$ cat src/rtl/pc_seq_pkg.sv
// rtl/pc_seq_pkg.sv - shared types and defaults for the fetch PC sequencer
package pc_seq_pkg;

    typedef enum logic [1:0] {
        IDLE  = 2'd0,
        RUN   = 2'd1,
        REDIR = 2'd2,
        HALT  = 2'd3
    } seq_state_t;

    localparam int PC_W_DEF   = 8;
    localparam int PC_INC_DEF = 1;
    localparam int RAS_DEPTH  = 4;

endpackage

$ cat src/rtl/pc_target_table.sv
// rtl/pc_target_table.sv - jump target register file, one sync write port, one async read port
module pc_target_table #(
    parameter int DEPTH = 8,
    parameter int W     = 8,
    parameter int IDX_W = $clog2(DEPTH)
) (
    input  logic             clk,
    input  logic             rst,
    input  logic             we,
    input  logic [IDX_W-1:0] widx,
    input  logic [W-1:0]     wdata,
    input  logic [IDX_W-1:0] ridx,
    output logic [W-1:0]     rdata
);

    logic [W-1:0] mem [DEPTH];

    always_ff @(posedge clk) begin
        if (rst) begin
            for (int i = 0; i < DEPTH; i++) mem[i] <= '0;
        end else if (we) begin
            mem[widx] <= wdata;
        end
    end

    // A same-cycle write is not visible here until the next cycle.
    assign rdata = mem[ridx];

endmodule

$ cat src/rtl/pc_fetch_sequencer.sv
// rtl/pc_fetch_sequencer.sv - fetch PC sequencer with programmable jump table
// Optional return-address stack enabled by defining RET_STACK_EN.
module pc_fetch_sequencer
    import pc_seq_pkg::*;
#(
    parameter int PC_W      = PC_W_DEF,
    parameter int PC_INC    = PC_INC_DEF,
    parameter int TBL_DEPTH = 8,
    parameter int IDX_W     = $clog2(TBL_DEPTH)
) (
    input  logic             clk,
    input  logic             rst,
    input  logic             start,
    input  logic             halt_req,
    input  logic             stall,
    input  logic             br_taken,
    input  logic [PC_W-1:0]  br_target,
    input  logic             jmp_req,
    input  logic [IDX_W-1:0] jmp_idx,
    input  logic             cfg_we,
    input  logic [IDX_W-1:0] cfg_idx,
    input  logic [PC_W-1:0]  cfg_data,
    output logic [PC_W-1:0]  pc,
    output logic             pc_valid,
    output logic             flush,
    output logic             halted
`ifdef RET_STACK_EN
    ,
    input  logic             call,
    input  logic             ret,
    output logic             ras_err
`endif
);

    localparam logic [PC_W-1:0] INC = PC_W'(PC_INC);

    seq_state_t      state;
    logic [PC_W-1:0] tbl_rdata;
    logic [PC_W-1:0] redir_pc;
    logic            redir;
    logic            hold_pc;
    logic            accept;

    pc_target_table #(
        .DEPTH(TBL_DEPTH),
        .W    (PC_W),
        .IDX_W(IDX_W)
    ) u_table (
        .clk  (clk),
        .rst  (rst),
        .we   (cfg_we),
        .widx (cfg_idx),
        .wdata(cfg_data),
        .ridx (jmp_idx),
        .rdata(tbl_rdata)
    );

    assign accept = (state == RUN) && !stall && !halt_req;

`ifdef RET_STACK_EN
    localparam int CNT_W = $clog2(RAS_DEPTH + 1);

    logic [PC_W-1:0]  ras_stk [RAS_DEPTH];
    logic [CNT_W-1:0] ras_cnt;
    logic             do_push;
    logic             do_pop;

    // Stack slot 0 is the top; overflow shifts the oldest entry out of the bottom.
    always_ff @(posedge clk) begin
        if (rst) begin
            ras_cnt <= '0;
            for (int i = 0; i < RAS_DEPTH; i++) ras_stk[i] <= '0;
        end else if (do_push) begin
            ras_stk[0] <= pc + INC;
            for (int i = 1; i < RAS_DEPTH; i++) ras_stk[i] <= ras_stk[i-1];
            if (ras_cnt != CNT_W'(RAS_DEPTH)) ras_cnt <= ras_cnt + 1'b1;
        end else if (do_pop) begin
            for (int i = 0; i < RAS_DEPTH - 1; i++) ras_stk[i] <= ras_stk[i+1];
            ras_stk[RAS_DEPTH-1] <= '0;
            ras_cnt <= ras_cnt - 1'b1;
        end
    end
`endif

    always_comb begin
        redir    = 1'b0;
        redir_pc = pc;
        hold_pc  = 1'b0;
`ifdef RET_STACK_EN
        do_push  = 1'b0;
        do_pop   = 1'b0;
        if (ret) begin
            if (ras_cnt != '0) begin
                redir    = 1'b1;
                redir_pc = ras_stk[0];
                do_pop   = accept;
            end else begin
                hold_pc  = 1'b1;
            end
        end else if (call) begin
            redir    = 1'b1;
            redir_pc = tbl_rdata;
            do_push  = accept;
        end else
`endif
        if (jmp_req) begin
            redir    = 1'b1;
            redir_pc = tbl_rdata;
        end else if (br_taken) begin
            redir    = 1'b1;
            redir_pc = br_target;
        end
    end

    always_ff @(posedge clk) begin
        if (rst) begin
            state    <= IDLE;
            pc       <= '0;
            pc_valid <= 1'b0;
            flush    <= 1'b0;
            halted   <= 1'b0;
`ifdef RET_STACK_EN
            ras_err  <= 1'b0;
`endif
        end else begin
            flush <= 1'b0;
`ifdef RET_STACK_EN
            ras_err <= 1'b0;
`endif
            if (halt_req) begin
                state    <= HALT;
                halted   <= 1'b1;
                pc_valid <= 1'b0;
            end else begin
                case (state)
                    IDLE: begin
                        if (start) begin
                            state    <= RUN;
                            pc       <= '0;
                            pc_valid <= 1'b1;
                        end
                    end
                    RUN: begin
                        if (!stall) begin
                            if (redir) begin
                                state    <= REDIR;
                                pc       <= redir_pc;
                                pc_valid <= 1'b0;
                                flush    <= 1'b1;
                            end else if (hold_pc) begin
`ifdef RET_STACK_EN
                                ras_err  <= 1'b1;
`endif
                            end else begin
                                pc <= pc + INC;
                            end
                        end
                    end
                    // Redirect target sits in pc for one invalid cycle, then fetch resumes past it.
                    REDIR: begin
                        state    <= RUN;
                        pc       <= pc + INC;
                        pc_valid <= 1'b1;
                    end
                    HALT: begin
                        if (start) begin
                            state    <= RUN;
                            halted   <= 1'b0;
                            pc_valid <= 1'b1;
                        end
                    end
                    default: state <= IDLE;
                endcase
            end
        end
    end

endmodule

$ cat config.mk
export PLATFORM = sky130hd
export DESIGN_NAME = pc_fetch_sequencer
export DESIGN_NICKNAME = d
export VERILOG_FILES = /design/src/rtl/pc_seq_pkg.sv /design/src/rtl/pc_target_table.sv /design/src/rtl/pc_fetch_sequencer.sv
export SDC_FILE = /design/constraint.sdc
export NUM_CORES = 1
export LEC_CHECK = 0
export BUFFER_PORTS_ARGS = -buffer_cell sky130_fd_sc_hd__buf_2
export CAP_MARGIN = 20
export CORE_ASPECT_RATIO = 1.2
export CORE_MARGIN = 2
export CORE_UTILIZATION = 35
export DETAILED_ROUTE_END_ITERATION = 8
export GPL_TIMING_DRIVEN = 0
export PLACE_DENSITY = 0.62
export RECOVER_POWER = 100
export SYNTH_ARGS = -nofsm -noshare
export SYNTH_HDL_FRONTEND = slang
export SYNTH_HIERARCHICAL = 1
export SYNTH_SLANG_ARGS = --single-unit
$ cat constraint.sdc
create_clock -name clk -period 2.5 [get_ports clk]
set_input_delay 0.25 -clock clk [delete_from_list [all_inputs] [get_ports clk]]
set_output_delay 0.25 -clock clk [all_outputs]
set_load 0.005 [all_outputs]
**Yosys cells after proc, flatten, opt, wreduce, memory -nomap -nowiden**

Memory sizes are Yosys's and may differ from the RTL's.
Index checks and enable logic that the tools add are counted.

- Output and inout port bits: 11
- Word-level logic and storage cells: 61
- Bits of input ports: 30
- Bits in writable memories: 64
- Register bits after elaboration: 13
- Memories kept: 1

- Equal/unequal tests: 11
- Reduce and logical (&&, ||, !) cells: 12
- Muxes and demuxes: 29
- Bitwise operators: 2
- Add/sub/neg operators: 1

Memory list:

| name | depth | width | read ports | clocked after memory_dff | write ports | RTL line | text |
|---|---|---|---|---|---|---|---|
| u_table.mem | 8 | 8 | 1 | 0 | 8 | pc_target_table.sv:16 | `logic [W-1:0] mem [DEPTH];` |

Operators by type and width:

| cell | count |
|---|---|
| $mux W8 | 6 |
| $pmux W8 S3 | 1 |
| $mux W1 | 15 |
| $add A8 B1 Y8 const B | 1 |
| $mux W2 | 4 |
| $reduce_or A8 Y1 | 1 |
| $ne A2 B2 Y1 const B | 3 |
| $ne A3 B3 Y1 const B | 2 |
| $pmux W2 S3 | 1 |
| $reduce_and A3 Y1 | 2 |
| $reduce_and A5 Y1 | 1 |
| $eq A2 B2 Y1 const B | 2 |
| $ne A4 B4 Y1 const B | 1 |
| $reduce_bool A2 Y1 | 2 |
| $reduce_or A2 Y1 | 2 |
| $reduce_or A4 Y1 | 1 |
| $mux W3 | 1 |
| $ne A3 B1 Y1 const B | 1 |
| $pmux W1 S3 | 1 |
| $reduce_bool A3 Y1 | 1 |
| $eq A2 B1 Y1 const B | 1 |
| $logic_not A2 Y1 | 1 |
| $ne A2 B1 Y1 const B | 1 |
| $not A1 Y1 | 2 |
| $reduce_and A2 Y1 | 1 |

**Logic depth before layout (Yosys ltp)**

- Depth in word-level cells: 6
- Gate-level depth with buffers: 9
- Mapped depth without buffers: 7

**Cells and area by module**

Netlist, hierarchy kept.

By module, submodules not included:

| module | area an instance (µm²) | instances | cells each | seq. area each (µm²) |
|---|---|---|---|---|
| pc_target_table | 2,979.1 | 1 | 193 | 1,921.8 |
| pc_fetch_sequencer | 895.9 | 1 | 105 | 260.2 |

**Worst setup path after synthesis**

OpenSTA, ideal clock, no wires.

- Kind: input -> register
- From: input port jmp_idx[0]
- To: register pc[4]
- Arrival time: 1.909 ns
- Setup slack: 0.474 ns
- Stages on the path: 7
- Setup time: 0.117 ns
- Path buffers: 2
- Required time: 2.383 ns
- Cells stage by stage: buf_6 > buf_12 > mux4_1 > mux2_2 > a22o_2 > a32o_1 > a32o_1

- Longest elaborated chain between the ends: 5

Ends and longest elaborated chain:

| element | RTL line | text |
|---|---|---|
| start, declared | pc_fetch_sequencer.sv:19 | `input logic [IDX_W-1:0] jmp_idx,` |
| $mem_v2 Z8 W8 | -- |  |
| net tbl_rdata[4] | pc_fetch_sequencer.sv:38 | `logic [PC_W-1:0] tbl_rdata;` |
| $mux W8 | pc_fetch_sequencer.sv:106 | `if (jmp_req) begin` |
| $mux W8 | pc_fetch_sequencer.sv:145 | `if (redir) begin` |
| $mux W8 | pc_fetch_sequencer.sv:144 | `if (!stall) begin` |
| $pmux W8 S3 | pc_fetch_sequencer.sv:135 | `case (state)` |
| end signal, assigned | pc_fetch_sequencer.sv:147 | `pc <= redir_pc;` |
| end signal, assigned | pc_fetch_sequencer.sv:155 | `pc <= pc + INC;` |
| end signal, assigned | pc_fetch_sequencer.sv:162 | `pc <= pc + INC;` |
| end, declared | pc_fetch_sequencer.sv:23 | `output logic [PC_W-1:0] pc,` |

The timed path passes the listed nets, and every way through them passes these cells. The select of a mux whose other input is x is not followed.
A chain may end at the register's enable or synchronous reset.

**Final worst setup path**

- From: input port jmp_idx[2]
- To: register pc[2]

The elaborated chain is that of the path after synthesis.

==> impl_metrics.env <==
export IMPL_cts_path_max_buffers=2
export IMPL_period_minus_slack_ps=2240
export IMPL_core_area_sq_mm=0.0109
export IMPL_dp_hpwl_um=6270
export IMPL_place_inst=467
export IMPL_internal_power_mw=2.39
export IMPL_multi_input_area_sq_mm=0.00150
export IMPL_dpl_instance_area_sq_mm=0.00423
export IMPL_post_cts_resize_count=0
export IMPL_dieHeight_um=119
export IMPL_timing_hold_ws_ps=117
export IMPL_diodes=0
export IMPL_io_pins=41
export IMPL_yosysWarnings=6
export IMPL_min_path_cells=2
export IMPL_synthesis_nets=333
export IMPL_cp_arrival_ps=2460
export IMPL_clkPwrFrac_pct=40.9
export IMPL_drv_slew=0
export IMPL_totalPowerFinal_mw=3.16
export IMPL_synth_edf_count=64
export IMPL_dieArea_sq_mm=0.0119
export IMPL_postCtsHoldBufs=0
export IMPL_p_sw_mw=0.762
export IMPL_critPathLaunchType="input port"
export IMPL_drv_cap=0
export IMPL_post_cts_buffers=0
export IMPL_hold_viol=0
export IMPL_gr_total_overflow=0
export IMPL_cts_sinks=77
export IMPL_final_cell_mix="67 x nor3_1, 64 x edfxtp_1, 36 x buf_2, 20 x clkbuf_1, 15 x mux4_1"
export IMPL_relSlewSlack_pct=35.4
export IMPL_ys_seq_area_share_pct=56.3
export IMPL_htreeDepth=3
export IMPL_grt_first_pass_wirelength_um=14400
export IMPL_seq_area_sq_mm=0.00218
export IMPL_dp_slack_ps=64.2
export IMPL_grt_start_max_net_pins=15
export IMPL_worst_pin_slew_ps=967
export IMPL_leakage_nw=1.54
export IMPL_layout_commonest_cell="nor3_1"
export IMPL_powerDensity_mw_per_mm2=699
export IMPL_clock_skew_ps=8.93
export IMPL_start_util_pct=35.5
export IMPL_vias_per_cell=5.60
export IMPL_criticalPathCategory="input port to register"
export IMPL_endpoint_kind="register"
export IMPL_ys_ff_latch=77
export IMPL_firstDrtPassIters=4
export IMPL_num_vias=2703
export IMPL_final_cell_area_sq_mm=0.00451
export IMPL_wire_per_inst_um=19.2
export IMPL_fill_cells=1048
export IMPL_status="completed"
export IMPL_cts_clk_slew_worst_paths_ps=60
export IMPL_worst_slack_ps=259
export IMPL_final_util_pct=41.3
export IMPL_max_freq_ghz=0.446
export IMPL_synth_flop_cell="edfxtp_1"
export IMPL_cp_max_fo=10
export IMPL_final_setup_tns_ps=0
export IMPL_synthCells=298
export IMPL_netlist_top_cells_area="edfxtp_1 50%, mux4_1 10%, nor3_1 8.7%"
export IMPL_fin_nets=381
export IMPL_min_path_type="input port to register"
export IMPL_rows=42
export IMPL_place_gp_congestion=0.904
export IMPL_area_growth_syn_to_layout_pct=16.5
export IMPL_wl_um=9250
export IMPL_drc=0
export IMPL_avgSynthCellArea_sq_um=13.0
export IMPL_p_seq_share_pct=47.2
export IMPL_cts_root_buf="clkbuf_16"
export IMPL_cp_data_required_time_ps=2710
export IMPL_power_frac_comb_pct=11.9
export IMPL_antenna_found_initial=0
export IMPL_grt_pass1_vias=2756
export IMPL_fin_cells=483
export IMPL_synth_distinct_cells=47
export IMPL_setup_violations=0
export IMPL_syn_area_sq_mm=0.00387
export IMPL_netlist_area_leader_share_pct=49.6
export IMPL_dieWidth_um=100
export IMPL_numCtsBuffers=9
export IMPL_swShare_pct=24.1
export IMPL_clk_latency_ps=330
export IMPL_final_antenna_net_count=0
export IMPL_grt_usage_pct=16.0
export IMPL_rr_worst_depth=5
export IMPL_yosys_area_top_type="edfxtp_1"
export IMPL_grt_setup_unrepaired="false"
export IMPL_cts_tree="yes"
export IMPL_period_share_pct=89.6
export IMPL_drt_initial_drc_count=228
export IMPL_vdd_drop_max_mv=0.266
export IMPL_drive_gt1_share_pct=20.8
export IMPL_port_buffers=37
export IMPL_async_reset_ff_share_pct=0
-- cell families after synthesis --
| kind of cell | after synthesis | share of synthesized area (%) |
|---|---|---|
| multiplexers | 24 | 13.1 |
| AO/OA/AOI/OAI | 49 | 10.1 |
| flip-flops | 77 | 56.3 |
| adder cells (fa/ha/maj) | 5 | 1.61 |
| buffers and inverters | 38 | 4.88 |
| XOR/XNOR | 3 | 0.678 |
| AND/OR/NAND/NOR | 102 | 13.4 |
-- cell type report --
type                       instances  area share [%]
buffer                            24            2.91
clock buffer                       9            4.99
clock inverter                     7            1.61
inverter                          14            1.16
multi-input combinational        183            33.3
sequential                        77            48.3
tap                              132            3.66
timing repair buffer              37            4.02
-- power groups by stage --
| stage | Sequential [mW] | Clock [mW] | Combinational [mW] |
|---|---|---|---|
| floorplan | 1.51 | 0 | 0.254 |
| global placement | 1.51 | 0 | 0.370 |
| detailed placement | 1.52 | 0 | 0.374 |
| CTS | 1.49 | 1.32 | 0.376 |
| global route | 1.50 | 1.38 | 0.407 |
| finish | 1.49 | 1.29 | 0.376 |
-- routing by layer --
metal | wire, um | part of all wire, % | track usage, % | vias up
met1 | 3900 | 42 | 20.5 | 1329
met5 | 0 | 0 | 0 | -
met3 | 555 | 6.0 | 2.76 | 11
met4 | 162 | 1.8 | 6.16 | 0
met2 | 4630 | 50 | 26.9 | 97
li1 | - | - | - | 1266
-- synth_stat cells, types with 2 or more instances --
cell type / n
nor3_1: 67
o21ai_0: 6
a22oi_1: 3
nand2b_1: 3
and3_1: 3
buf_6: 3
a22o_1: 2
a22o_2: 3
o21bai_1: 8
inv_1: 6
nand2_1: 8
a32o_1: 5
edfxtp_1: 64
ha_1: 5
mux4_1: 15
xor2_1: 2
dfxtp_1: 13
clkbuf_1: 12
mux2_2: 8
buf_1: 2
nand3_1: 6
a2bb2oi_1: 4
nor2_1: 8
buf_2: 6
a21oi_1: 7
clkinv_1: 8
-- state kept, by name, summed over array words and instances (netlist names) --
register,count
pc_valid,1
u_table/mem,64
halted,1
pc,8
flush,1
state,2
-- worst max-delay path: stages --
cell and delay (ps):
clkbuf_1 300, clkbuf_1 450, mux4_1 440, mux2_1 350, a22o_2 260, a32o_1 200, a32o_1 200
-- worst paths after layout --
check / startpoint / endpoint / slack [ps]
max: jmp_idx[2] / pc[2] / 260
min: stall / flush / 120
max reg2reg: u_table/mem[3][2] / pc[2] / 430
min reg2reg: halted / halted / 500
No activity file was read; power rests on OpenSTA's default activity.
